$ cat config.mk
export PLATFORM = sky130hd
export DESIGN_NAME = alu_serie
export DESIGN_NICKNAME = d
export VERILOG_FILES = /design/src/rtl/alu_serie.sv
export SDC_FILE = /design/constraint.sdc
export NUM_CORES = 1
export LEC_CHECK = 0
export CAP_MARGIN = 10
export CORE_MARGIN = 2
export CORE_UTILIZATION = 54
export DETAILED_ROUTE_END_ITERATION = 12
export MAX_ROUTING_LAYER = met4
export PLACE_DENSITY = 0.82
export SLEW_MARGIN = 10
export SYNTH_ARGS = -nofsm -noshare
export SYNTH_HDL_FRONTEND = slang
export SYNTH_SLANG_ARGS = --single-unit
$ cat constraint.sdc
create_clock -name clk -period 3.7 [get_ports clk]
set_input_delay 0.37 -clock clk [delete_from_list [all_inputs] [get_ports clk]]
set_output_delay 0.37 -clock clk [all_outputs]
set_load 0.02 [all_outputs]
$ cat src/rtl/alu_serie.sv
// Bit-serial ALU: one result bit per clock, LSB first, with a registered carry/borrow chain.
// Start/done handshake via inicio/listo; result and flags update only when an operation completes.
module alu_serie #(
    parameter int WIDTH = 8
) (
    input  logic             clk,
    input  logic             rst,
    input  logic             inicio,
    input  logic [WIDTH-1:0] numero1,
    input  logic [WIDTH-1:0] numero2,
    input  logic [2:0]       codigo_operacion,
    input  logic             entrada_acarreo,
    output logic [WIDTH-1:0] resultado,
    output logic             acarreo_salida,
    output logic             cero,
    output logic             ocupado,
    output logic             listo,
    output logic [1:0]       estado
);

    // Handshake: inicio is a request sampled only in IDLE or FIN; listo is a
    // one-cycle pulse in FIN marking resultado/acarreo_salida/cero as freshly valid.

    localparam int CW = (WIDTH > 1) ? $clog2(WIDTH) : 1;
    localparam logic [CW-1:0] LAST = CW'(WIDTH - 1);

    localparam logic [2:0] OP_SUMA  = 3'b001;
    localparam logic [2:0] OP_RESTA = 3'b010;
    localparam logic [2:0] OP_OR    = 3'b100;
    localparam logic [2:0] OP_AND   = 3'b101;
    localparam logic [2:0] OP_NOT   = 3'b110;

    typedef enum logic [1:0] {
        IDLE = 2'd0,
        CALC = 2'd1,
        FIN  = 2'd2
    } state_t;

    state_t           state;
    logic [WIDTH-1:0] sh_a;
    logic [WIDTH-1:0] sh_b;
    logic [WIDTH-1:0] sh_r;
    logic [2:0]       op;
    logic             chain;
    logic [CW-1:0]    cnt;

    logic             bit_a;
    logic             bit_b;
    logic             bit_r;
    logic             chain_next;
    logic [WIDTH-1:0] res_next;

    assign estado = state;

    // One slice of the 1-bit ALU operating on the current LSBs and the chain bit.
    always_comb begin
        bit_a      = sh_a[0];
        bit_b      = sh_b[0];
        bit_r      = 1'b0;
        chain_next = chain;
        case (op)
            OP_SUMA: begin
                bit_r      = bit_a ^ bit_b ^ chain;
                chain_next = (bit_a & bit_b) | (chain & (bit_a ^ bit_b));
            end
            OP_RESTA: begin
                bit_r      = bit_a ^ bit_b ^ chain;
                chain_next = (~bit_a & (bit_b | chain)) | (bit_b & chain);
            end
            OP_OR:   bit_r = bit_a | bit_b;
            OP_AND:  bit_r = bit_a & bit_b;
            OP_NOT:  bit_r = ~bit_a;
            default: bit_r = 1'b0;
        endcase
        res_next            = sh_r >> 1;
        res_next[WIDTH-1]   = bit_r;
    end

    always_ff @(posedge clk) begin
        if (rst) begin
            state          <= IDLE;
            sh_a           <= '0;
            sh_b           <= '0;
            sh_r           <= '0;
            op             <= 3'b000;
            chain          <= 1'b0;
            cnt            <= '0;
            resultado      <= '0;
            acarreo_salida <= 1'b0;
            cero           <= 1'b1;
            ocupado        <= 1'b0;
            listo          <= 1'b0;
        end else begin
            case (state)
                IDLE, FIN: begin
                    listo <= 1'b0;
                    if (inicio) begin
                        sh_a    <= numero1;
                        sh_b    <= numero2;
                        sh_r    <= '0;
                        op      <= codigo_operacion;
                        chain   <= entrada_acarreo;
                        cnt     <= '0;
                        ocupado <= 1'b1;
                        state   <= CALC;
                    end else begin
                        state   <= IDLE;
                    end
                end
                CALC: begin
                    sh_a  <= sh_a >> 1;
                    sh_b  <= sh_b >> 1;
                    sh_r  <= res_next;
                    chain <= chain_next;
                    // Counter stops at the last bit instead of wrapping.
                    if (cnt == LAST) begin
                        resultado      <= res_next;
                        acarreo_salida <= (op == OP_SUMA || op == OP_RESTA) ? chain_next : 1'b0;
                        cero           <= (res_next == '0);
                        ocupado        <= 1'b0;
                        listo          <= 1'b1;
                        state          <= FIN;
                    end else begin
                        cnt <= cnt + CW'(1);
                    end
                end
                default: begin
                    state   <= IDLE;
                    ocupado <= 1'b0;
                    listo   <= 1'b0;
                end
            endcase
        end
    end

endmodule

# After elaboration in Yosys (flattened, before gate mapping)
# Cells that the tools add are included.
# classes
addsub,1
n_eq_ne,11
n_mux,20
n_bitwise,12
reduce_logical,12
# op_table
op,count
8-bit one-hot mux with 2 select lines,3
8-bit 2-to-1 mux,3
3-bit == test (second input constant),4
8-bit zero test,1
2-bit AND reduction,4
3-bit 2-to-1 mux,2
2-bit != test (second input constant),3
1-bit one-hot mux with 2 select lines,3
3-bit one-hot mux with 2 select lines,1
2-bit OR reduction,3
1-bit 2-to-1 mux,5
1-bit AND,4
1-bit OR,4
1-bit one-hot mux with 4 select lines,1
2-bit one-hot mux with 2 select lines,1
3-bit by 1-bit adder with 3-bit output (second input constant),1
3-bit by 1-bit == test with 1-bit output (second input constant),1
3-bit by 2-bit == test with 1-bit output (second input constant),1
3-bit AND reduction,1
2-bit by 1-bit == test with 1-bit output (second input constant),1
2-bit == test (second input constant),1
2-bit zero test,1
2-bit 2-to-1 mux,1
1-bit inverter,2
other kinds (3),4
# totals
reg_bits,45
input_bits,23
output_inout_bits,14

# Longest topological paths before layout
# depth
ltp_word,5
mapped_depth,7

# Least setup slack after synthesis
# No wires, ideal clock.
# synth_path
path_type,register to register
start,register sh_a[0]
end,register cero
setup_time_ps,122
arrival_ps,1817
t_required_ps,3578
setup_slack_ps,1762
path_stages_with_launch,7
n_path_buf,0
synth_period_minus_slack_ps,1938
path_cell_list,dfxtp_1 inv_1 fa_1 nor2b_1 a2111oi_2 nor3_1 a221o_1
# synth_between
elab_chain_len,4
# synth_lines
element,line,source
from (decl),40,logic [WIDTH-1:0] sh_a;
from (signal assigned),98,sh_a <= numero1;
from (signal assigned),111,sh_a <= sh_a >> 1;
1-bit bitwise XOR (2 in a row),"63, 67",
1-bit one-hot mux with 4 select lines *,61,case (op)
8-bit zero test *,119,cero <= (res_next == '0);
to (signal assigned),119,
to (decl),15,"output logic cero,"
# Mark *: on every way between the ends. The rest lies on a longest branch, timed or not.
# A chain may end at the register's enable or synchronous reset.

# Worst setup path in the final report
# Ends and elaborated chain as after synthesis.

==> flow_summary.yaml <==
run_status:
  status: "completed"
synthesis:
  synthesis.nets: 244
  synth-seq-cells: 44
  synth-simple-area-share: 0.239
  yosys-mux-area-fraction: 0
  synth_compound_area_frac: 0.188
  syn_area_mm2: 0.00186
  ys_types: 34
  synthAdderAreaFrac: 0.0484
  synth_top_family_by_area: "simple AND/OR/NAND/NOR gates"
  synth_common_cells: "53 x nand2_1, 44 x dfxtp_1, 22 x nor2_1, 17 x a21oi_1, 14 x a311oi_1"
  yosysSeqAreaShare: 0.473
  ys_async_sr_fraction: 0
  synth-xor-area-share: 0.00470
  synth_area_leaders: "dfxtp_1 47%, nand2_1 11%, a311oi_1 6.6%, a21oi_1 4.6%, nor2_1 4.4%"
  yosysTopAreaCellShare: 0.473
  synth.most_common_cell: "nand2_1"
  avgSynthCellArea_um2: 8.66
  synthCells: 215
  synth-edff-count: 0
  yosys_warnings: 0
  synth_top_area_cell: "dfxtp_1"
  ys.flop_type: "dfxtp_1"
global_routing:
  grt_pass1_vias: 1412
  grt_max_degree: 34
  grt_pass1_wl_um: 6530
  antenna_found_initial: 0
  overflow: 0
  groute.usage.overall: 0.212
setup_path:
  reg2reg_depth: 6
  startpoint: "sh_a[0]$_SDFFE_PP0P_"
  r2r_setup_slack_ns: 1.57
  cp-end-kind: "flop"
  cp_max_fo: 5
  r2r_start: "sh_a[0]$_SDFFE_PP0P_"
  worst-setup-path-type: "reg2reg"
  worstPathArrival_ns: 2.39
  r2r-end: "cero$_SDFFE_PP1P_"
  startpoint_type: "flop"
  required_ns: 3.96
final_layout:
  diodes: 0
  final_cells: 294
  drive_gt1_frac: 0.0645
  regArea_um2: 881
  area_growth_syn_to_layout_pct: 24.7
  nets: 276
  multiInputGateArea_um2: 895
  fillerInstances: 294
timing:
  tns_ns: 0
  hold_viol: 0
  layout_min_cycle_time_ns: 2.13
  max_freq_mhz: 470
  fin_crit_sh: 0.575
  setup_violations: 0
  clock_skew_ns: 0.0132
  slew_viol_final: 0
  max_slew_margin: 0.435
  tightest_slew_ns: 0.845
  rsz0062_at_grt: "false"
worst_hold_path:
  hold_depth: 2
  hp-class: "reg2reg"
  hold-path-endpoint: "resultado[1]$_SDFFE_PP0P_"
  min_from: "resultado[1]$_SDFFE_PP0P_"
clock_network:
  cts_buffers: 5
  clk_pin_slew_ns: 0.12
  clk_latency_ns: 0.37
  htree_levels: 2
  clock_path_buffers: 2
  cts_hold_buf: 0
  clock-sinks: 44
  cts_setup_buffers: 0
  cts_resized: 0
  cts_tree: "built"
  clock-root-buffer: "clkbuf_4"
placed_design:
  place_hpwl_um: 2580
  place.gp.congestion: 0.780
  numPortBuffers: 36
  place_inst: 286
die:
  core_area_mm2: 0.00331
  die_h_um: 62.7
  floorplan.rows: 21
  pin_count: 37
  die_area_mm2: 0.00393
  dieWidth_um: 62.7
  start_util: 0.562
drt:
  vias: 1595
  first_pass_iters: 4
  avgViaCountPerCell: 5.43
  wl_per_cell_um: 12.8
  ant_nets: 0
  drcViolationCount: 0
  drtIter0Drc: 67
  routed_wl_um: 3760
flow_run:
  maxCapViolCount: 0
power:
  max-vdd-ir-drop_uv: 312
  p_leak_nw: 0.852
  power.density_mw_per_mm2: 414
report_power, final:
group,internal (mW),switching (mW),total [mW]
clock network,0.162,0.158,0.320
registers,0.497,0.0180,0.515
logic,0.0591,0.0673,0.126
total,0.718,0.243,0.962
layout by cell type, fill, tap and decap left out, types with 3 or more instances in the layout:
cell type,instances
inv_1,6
dfxtp_1,44
clkbuf_4,5
nor2b_1,3
nand2_1,53
clkdlybuf4s50_1,36
a311oi_1,14
a22o_1,8
nor2_1,22
nor3_1,4
a21oi_1,17
ha_1,4
how the worst max path moves through the flow:
stage	endpoint	cells after the start
floorplan	cero$_SDFFE_PP1P_	6
global placement	chain$_SDFFE_PP0P_	5
detailed placement	chain$_SDFFE_PP0P_	5
CTS	cero$_SDFFE_PP1P_	6
global route	cero$_SDFFE_PP1P_	6
finish	cero$_SDFFE_PP1P_	6
stage by stage:
| step | instance area, µm² | utilization | setup WS (ns) | total power [mW] | hold WS, ns |
|---|---|---|---|---|---|
| 2_1_floorplan | 1860 | - | 1.76 | 0.608 | 0.444 |
| 3_3_place_gp | 2230 | 0.674 | 1.31 | 0.649 | 0.445 |
| 3_5_place_dp | 2230 | 0.674 | 1.30 | 0.651 | 0.451 |
| 4_1_cts | 2320 | 0.701 | 1.55 | 0.965 | 0.468 |
| 5_1_grt | 2320 | 0.701 | 1.36 | 1.01 | 0.487 |
| 6_report | 2320 | 0.701 | 1.57 | 0.962 | 0.463 |
registers in the layout, summed over array words and instances (netlist names), 2 cells and up:
| name | flops |
|---|---|
| op | 3 |
| estado | 2 |
| resultado | 8 |
| cnt | 3 |
| sh_a | 8 |
| sh_b | 8 |
| sh_r | 7 |
logic make-up (layout without fill, tap and decap cells):
logic type,count (synthesis),count (layout)
flip-flops,44,44
AO/OA/AOI/OAI,48,48
buffers and inverters,19,52
AND/OR/NAND/NOR,97,97
adder cells (fa/ha/maj),6,6
XOR/XNOR,1,1
worst max-delay path, cell delays in order (launching register included):
cell	delay (ns)
dfxtp_1	0.49
inv_1	0.12
fa_1	0.45
nor2b_1	0.16
a2111oi_2	0.35
nor3_1	0.14
a221o_1	0.33
per-layer routing:
metal | vias to the layer above | GRT usage | routed length (µm)
met5 | - | - | 0
met4 | 0 | 0.0500 | 31
met3 | 4 | 0.0486 | 175
met2 | 43 | 0.333 | 1800
met1 | 741 | 0.281 | 1750
li1 | 807 | - | -
cell type report:
class,instances,share of cell area
timing repair buffer,38,0.162
clock buffer,6,0.0221
sequential,44,0.380
multi-input combinational,152,0.385
tap,46,0.0248
inverter,6,0.00970
clock inverter,2,0.0167
No activity file was read; power rests on OpenSTA's default activity.
